File: src/rtl/dm_arbiter.sv
// Two-requester round-robin arbiter in front of a single-port data memory.
// Each transaction runs IDLE -> ACCESS -> ACK; the memory is written on the edge leaving ACCESS.
module dm_arbiter #(
  parameter int ADDR_W = 32,
  parameter int DATA_W = 32
) (
  input  logic              clk,
  input  logic              rst,
  input  logic              m0_req,
  input  logic              m0_we,
  input  logic [ADDR_W-1:0] m0_addr,
  input  logic [DATA_W-1:0] m0_wdata,
  output logic              m0_ack,
  output logic [DATA_W-1:0] m0_rdata,
  input  logic              m1_req,
  input  logic              m1_we,
  input  logic [ADDR_W-1:0] m1_addr,
  input  logic [DATA_W-1:0] m1_wdata,
  output logic              m1_ack,
  output logic [DATA_W-1:0] m1_rdata,
  output logic [ADDR_W-1:0] mem_addr,
  output logic [DATA_W-1:0] mem_din,
  output logic              mem_we,
  input  logic [DATA_W-1:0] mem_dout,
  output logic              busy,
  output logic              gnt_id
);

  localparam logic [1:0] IDLE   = 2'd0;
  localparam logic [1:0] ACCESS = 2'd1;
  localparam logic [1:0] ACK    = 2'd2;

  logic [1:0]        state_q,  state_d;
  logic              last_q,   last_d;
  logic              we_q,     we_d;
  logic [ADDR_W-1:0] addr_q,   addr_d;
  logic [DATA_W-1:0] din_q,    din_d;
  logic [DATA_W-1:0] rdata0_q, rdata0_d;
  logic [DATA_W-1:0] rdata1_q, rdata1_d;
  logic              gnt_sel;

  // Contention goes to whoever did not win last; a lone request always wins.
  always_comb begin
    if (m0_req && m1_req) gnt_sel = ~last_q;
    else                  gnt_sel = m1_req;
  end

  always_comb begin
    state_d  = state_q;
    last_d   = last_q;
    we_d     = we_q;
    addr_d   = addr_q;
    din_d    = din_q;
    rdata0_d = rdata0_q;
    rdata1_d = rdata1_q;
    case (state_q)
      IDLE: begin
        if (m0_req || m1_req) begin
          state_d = ACCESS;
          last_d  = gnt_sel;
          we_d    = gnt_sel ? m1_we    : m0_we;
          addr_d  = gnt_sel ? m1_addr  : m0_addr;
          din_d   = gnt_sel ? m1_wdata : m0_wdata;
        end
      end
      ACCESS: begin
        state_d = ACK;
        if (!we_q) begin
          if (last_q) rdata1_d = mem_dout;
          else        rdata0_d = mem_dout;
        end
      end
      ACK:     state_d = IDLE;
      default: state_d = IDLE;
    endcase
  end

  always_ff @(posedge clk or posedge rst) begin
    if (rst) begin
      state_q  <= IDLE;
      last_q   <= 1'b1;
      we_q     <= 1'b0;
      addr_q   <= '0;
      din_q    <= '0;
      rdata0_q <= '0;
      rdata1_q <= '0;
    end else begin
      state_q  <= state_d;
      last_q   <= last_d;
      we_q     <= we_d;
      addr_q   <= addr_d;
      din_q    <= din_d;
      rdata0_q <= rdata0_d;
      rdata1_q <= rdata1_d;
    end
  end

  assign mem_we   = (state_q == ACCESS) && we_q;
  assign m0_ack   = (state_q == ACK) && !last_q;
  assign m1_ack   = (state_q == ACK) &&  last_q;
  assign busy     = (state_q != IDLE);
  assign gnt_id   = last_q;
  assign mem_addr = addr_q;
  assign mem_din  = din_q;
  assign m0_rdata = rdata0_q;
  assign m1_rdata = rdata1_q;

endmodule

File: config.mk
export PLATFORM = sky130hd
export DESIGN_NAME = dm_arbiter
export DESIGN_NICKNAME = d
export VERILOG_FILES = /design/src/rtl/dm_arbiter.sv
export SDC_FILE = /design/constraint.sdc
export NUM_CORES = 1
export LEC_CHECK = 0
export CORE_MARGIN = 2
export CORE_UTILIZATION = 36
export DETAILED_ROUTE_END_ITERATION = 10
export MAX_ROUTING_LAYER = met4
export PLACE_DENSITY = 0.76
export SYNTH_ARGS = -nofsm -noshare
export SYNTH_HDL_FRONTEND = slang
export SYNTH_SLANG_ARGS = --single-unit
File: constraint.sdc
create_clock -name clk -period 3.98 [get_ports clk]
set_clock_uncertainty 0.15 [all_clocks]
set_input_delay 0.398 -clock clk [delete_from_list [all_inputs] [get_ports clk]]
set_output_delay 0.398 -clock clk [all_outputs]
set_load 0.05 [all_outputs]
== Word level (Yosys, flattened, before mapping) ==
Index checks and enable logic that the tools add are counted.
Word-level totals
  bits of input ports: 166
  register bits: 132
  word-level logic and storage cells: 29
  output and inout bits: 133
Operators by class
  reduce and logical (&&, ||, !) cells: 11
  muxes and demuxes: 6
  bitwise logic cells: 2
  eq/ne operators: 3
Operator list (count)
  $mux 32: 2
  $reduce_and 3->1: 2
  $logic_and 1x1->1: 4
  $pmux 2 s2: 1
  $eq 2x1->1 const B: 1
  $eq 2x2->1 const B: 1
  $logic_not 2->1: 1
  $mux 1: 2
  $mux 2: 1
  $ne 2x2->1 const B: 1
  $not 1->1: 2
  $reduce_and 2->1: 1
  $reduce_bool 2->1: 1
  $logic_not 1->1: 1
  $logic_or 1x1->1: 1

== Logic depth before layout (Yosys ltp) ==
  depth in word-level cells: 3
  gate-level depth with buffers: 5
  mapped depth without buffers: 3

== Worst setup path before layout ==
OpenSTA, ideal clock, no wires.
  kind: register -> output
  start point: register last_q, in the netlist gnt_id
  end point: output port m0_ack
  stages on the path, launching flop included: 2
  buffers on the path: 0
  data arrival time: 1668 ps
  setup slack: 1764 ps
  required time: 3432 ps
  path through: dfstp_2 -> nor3b_1
On the way
  word-level cells in the longest chain between the ends: 2
RTL lines
  start: declaration: line 34  | logic last_q, last_d;
  start signal: assignment: line 89  | last_q <= last_d;
  $logic_not 1->1: line 99  | assign m0_ack = (state_q == ACK) && !last_q;
  $logic_and 1x1->1: line 99
  end: declaration: line 13  | output logic m0_ack,
No other way between the ends.

== Worst setup path in the final report ==
  start point: register last_q, in the netlist gnt_id
  end point: output port m1_ack
On the way
  word-level cells in the longest chain between the ends: 1
RTL lines
  $logic_and 1x1->1: line 100  | assign m1_ack = (state_q == ACK) && last_q;
  end: declaration: line 19  | output logic m1_ack,
No other way between the ends.

==> results.cfg <==
[layout]
synthToLayoutAreaGrowth_pct = 63.1
layout-drive-gt1-share_pct = 34.4
final_common_cell = clkdlybuf4s50_1
n_antenna_cell = 0
final_cell_mix = clkdlybuf4s50_1 (298), mux2_2 (154), dfrtp_1 (131), mux2_4 (39), clkbuf_16 (17)
fin_area_um2 = 9610
nets = 826

[critical_path]
end_kind = output port
arrival_ns = 2.06
crit_required_ns = 3.43
worst-path-buf-inv = 1
cp-start-kind = flip-flop
path_max_fanout = 7
slowest_delay_ns = 0.83
path_cells = and3b_1 -> clkdlybuf4s50_1
r2r_start = gnt_id
crit_family = buffers and inverters
crit_type = reg2out
worst_path_max_delay_cell = clkdlybuf4s50_1
startpoint = gnt_id

[global_routing]
track_usage_pct = 19.9
grt_max_degree = 133
grt.overflow.total = 0
grt_first_pass_wirelength_um = 26100
antenna_found_initial = 0
grt_pass1_vias = 4767

[placed_design]
routabilityCongestion = 0.806
post-dp-hpwl_um = 12100
port-buffer-count = 298
postPlaceCellArea_um2 = 9060

[cts]
htree_levels = 4
cts_setup_buffers = 0
hold_buffers = 0
cts_resized = 0
cts_tree = built
cts_root_buf = clkbuf_16
cts_made_buffers = 17
clkSinkCount = 132
clk_latency_ns = 0.40
cts.path.max_buffers = 2
clkTransAtPathRegs_ns = 0.06

[floorplan]
dieHeight_um = 132
chipWidth_um = 132
floorplan.initialDensity_pct = 36.9
coreArea_um2 = 15900
die-area_um2 = 17400
num_rows = 46
io_pins = 299

[sta]
max_clock_freq_mhz = 383
worstMarginPinSlew_ns = 0.878
slew_viol_final = 0
slew-limit-headroom_pct = 41.5
grt_setup_unrepaired = false
finalSetupViolations = 0
final.min_clock_period_ns = 2.61
hold_viol_final = 0
finalCritPeriodShare_pct = 65.6
tns_ns = 0

[route]
drtIter0Drc = 137
dr.pass1.iters = 4
postRouteWirelength_um = 16500
drc = 0
ant_nets = 0
via_per_inst = 4.73
vias = 4202
drt-wirelength-per-cell_um = 18.6

[power_and_ir_drop]
finalPower_mw = 9.33
power.density_nw_per_um2 = 972
p_leak_nw = 3.99
irDropWorstVdd_uv = 595

[yosys]
synth_cell_types = 20
postSynthAreaPerCell_um2 = 16.4
netlist_area_um2 = 5890
syn_nets = 526
synth_cells = 360
ys_seq_area_share_pct = 56.1
yosys_register_bits = 132
yosys_warnings = 0

[flow_run]
drv_cap = 0

[outcome]
status = completed

[min_path]
hold_class = in2async
-- layer usage --
| layer | GRT usage, % | share of wire, % |
|---|---|---|
| met3 | 6.27 | 6.9 |
| met4 | 7.25 | 2.3 |
| met1 | 21.7 | 39 |
| met5 | - | 0 |
| met2 | 34.1 | 52 |
-- synth_stat cells --
cell type / number / area share [%]
clkbuf_1: 1 / 0.064
a21bo_1: 1 / 0.17
o21ai_0: 1 / 0.085
buf_2: 4 / 0.34
buf_6: 5 / 0.96
nor3b_1: 1 / 0.13
or2_1: 1 / 0.11
and2_1: 1 / 0.11
and2b_1: 1 / 0.13
nor3b_2: 1 / 0.21
dfrtp_1: 131 / 56
mux2_2: 154 / 29
nor2_1: 2 / 0.13
dfstp_2: 1 / 0.45
and3b_1: 2 / 0.30
mux2_1: 1 / 0.19
mux2_4: 39 / 9.9
buf_4: 11 / 1.4
inv_1: 1 / 0.064
o31ai_1: 1 / 0.13
-- power breakdown --
group	switching, mW	internal (mW)	leakage [nW]	total, mW
clock network	0.554	0.884	0.262	1.44
logic	3.36	2.13	2.16	5.49
registers	0.368	2.04	1.56	2.41
-- tightest hold or removal path, cell delays in order --
cell and delay [ns]:
clkdlybuf4s50_1 0.44, clkinvlp_4 0.10, buf_12 0.43
-- state kept, by name, summed over array words and instances, names as in the netlist --
register,count
mem_addr,32
gnt_id,1
we_q,1
mem_din,32
state_q,2
m1_rdata,32
m0_rdata,32
-- final timing paths --
kind	end	slack (ns)	cells past startpoint
worst max register to register	mem_addr[28]	1.57	4
worst min register to register	mem_din[7]	0.35	1
min in group clk	mem_din[7]	0.35	1
worst max-delay path	m1_ack	1.37	2
worst min-delay path	mem_din[26]	0.34	3
max in group asynchronous	mem_addr[25]	2.68	3
-- cell families (layout without fill, tap and decap cells) --
logic type	after synthesis	after routing	synth area share [%]
buffers and inverters	22	334	2.83
and+or+nand+nor	9	9	1.11
AOI/OAI and AO/OA	3	3	0.382
DFF	132	132	56.1
muxes	194	194	39.6
-- final cells by class --
type	count	area, um2
Tap cell	216	270
Clock inverter	9	81.3
Sequential cell	132	3300
Fill cell	1239	6340
Inverter	1	7.51
Timing Repair Buffer	302	3040
Clock buffer	22	464
Multi-Input combinational cell	206	2440
-- through the flow --
stage                     util [%]  std cells  hold WS (ns)  worst slack, ns
after global routing          60.2        888         0.359             1.29
after floorplan                  -        360         0.374             1.76
after CTS                     60.2        888         0.356             1.35
after global placement        56.8        857         0.318             1.37
final                         60.2        888         0.336             1.37
after detailed placement      56.8        857         0.345             1.30
Note: power is estimated with default switching activity, not from simulation.
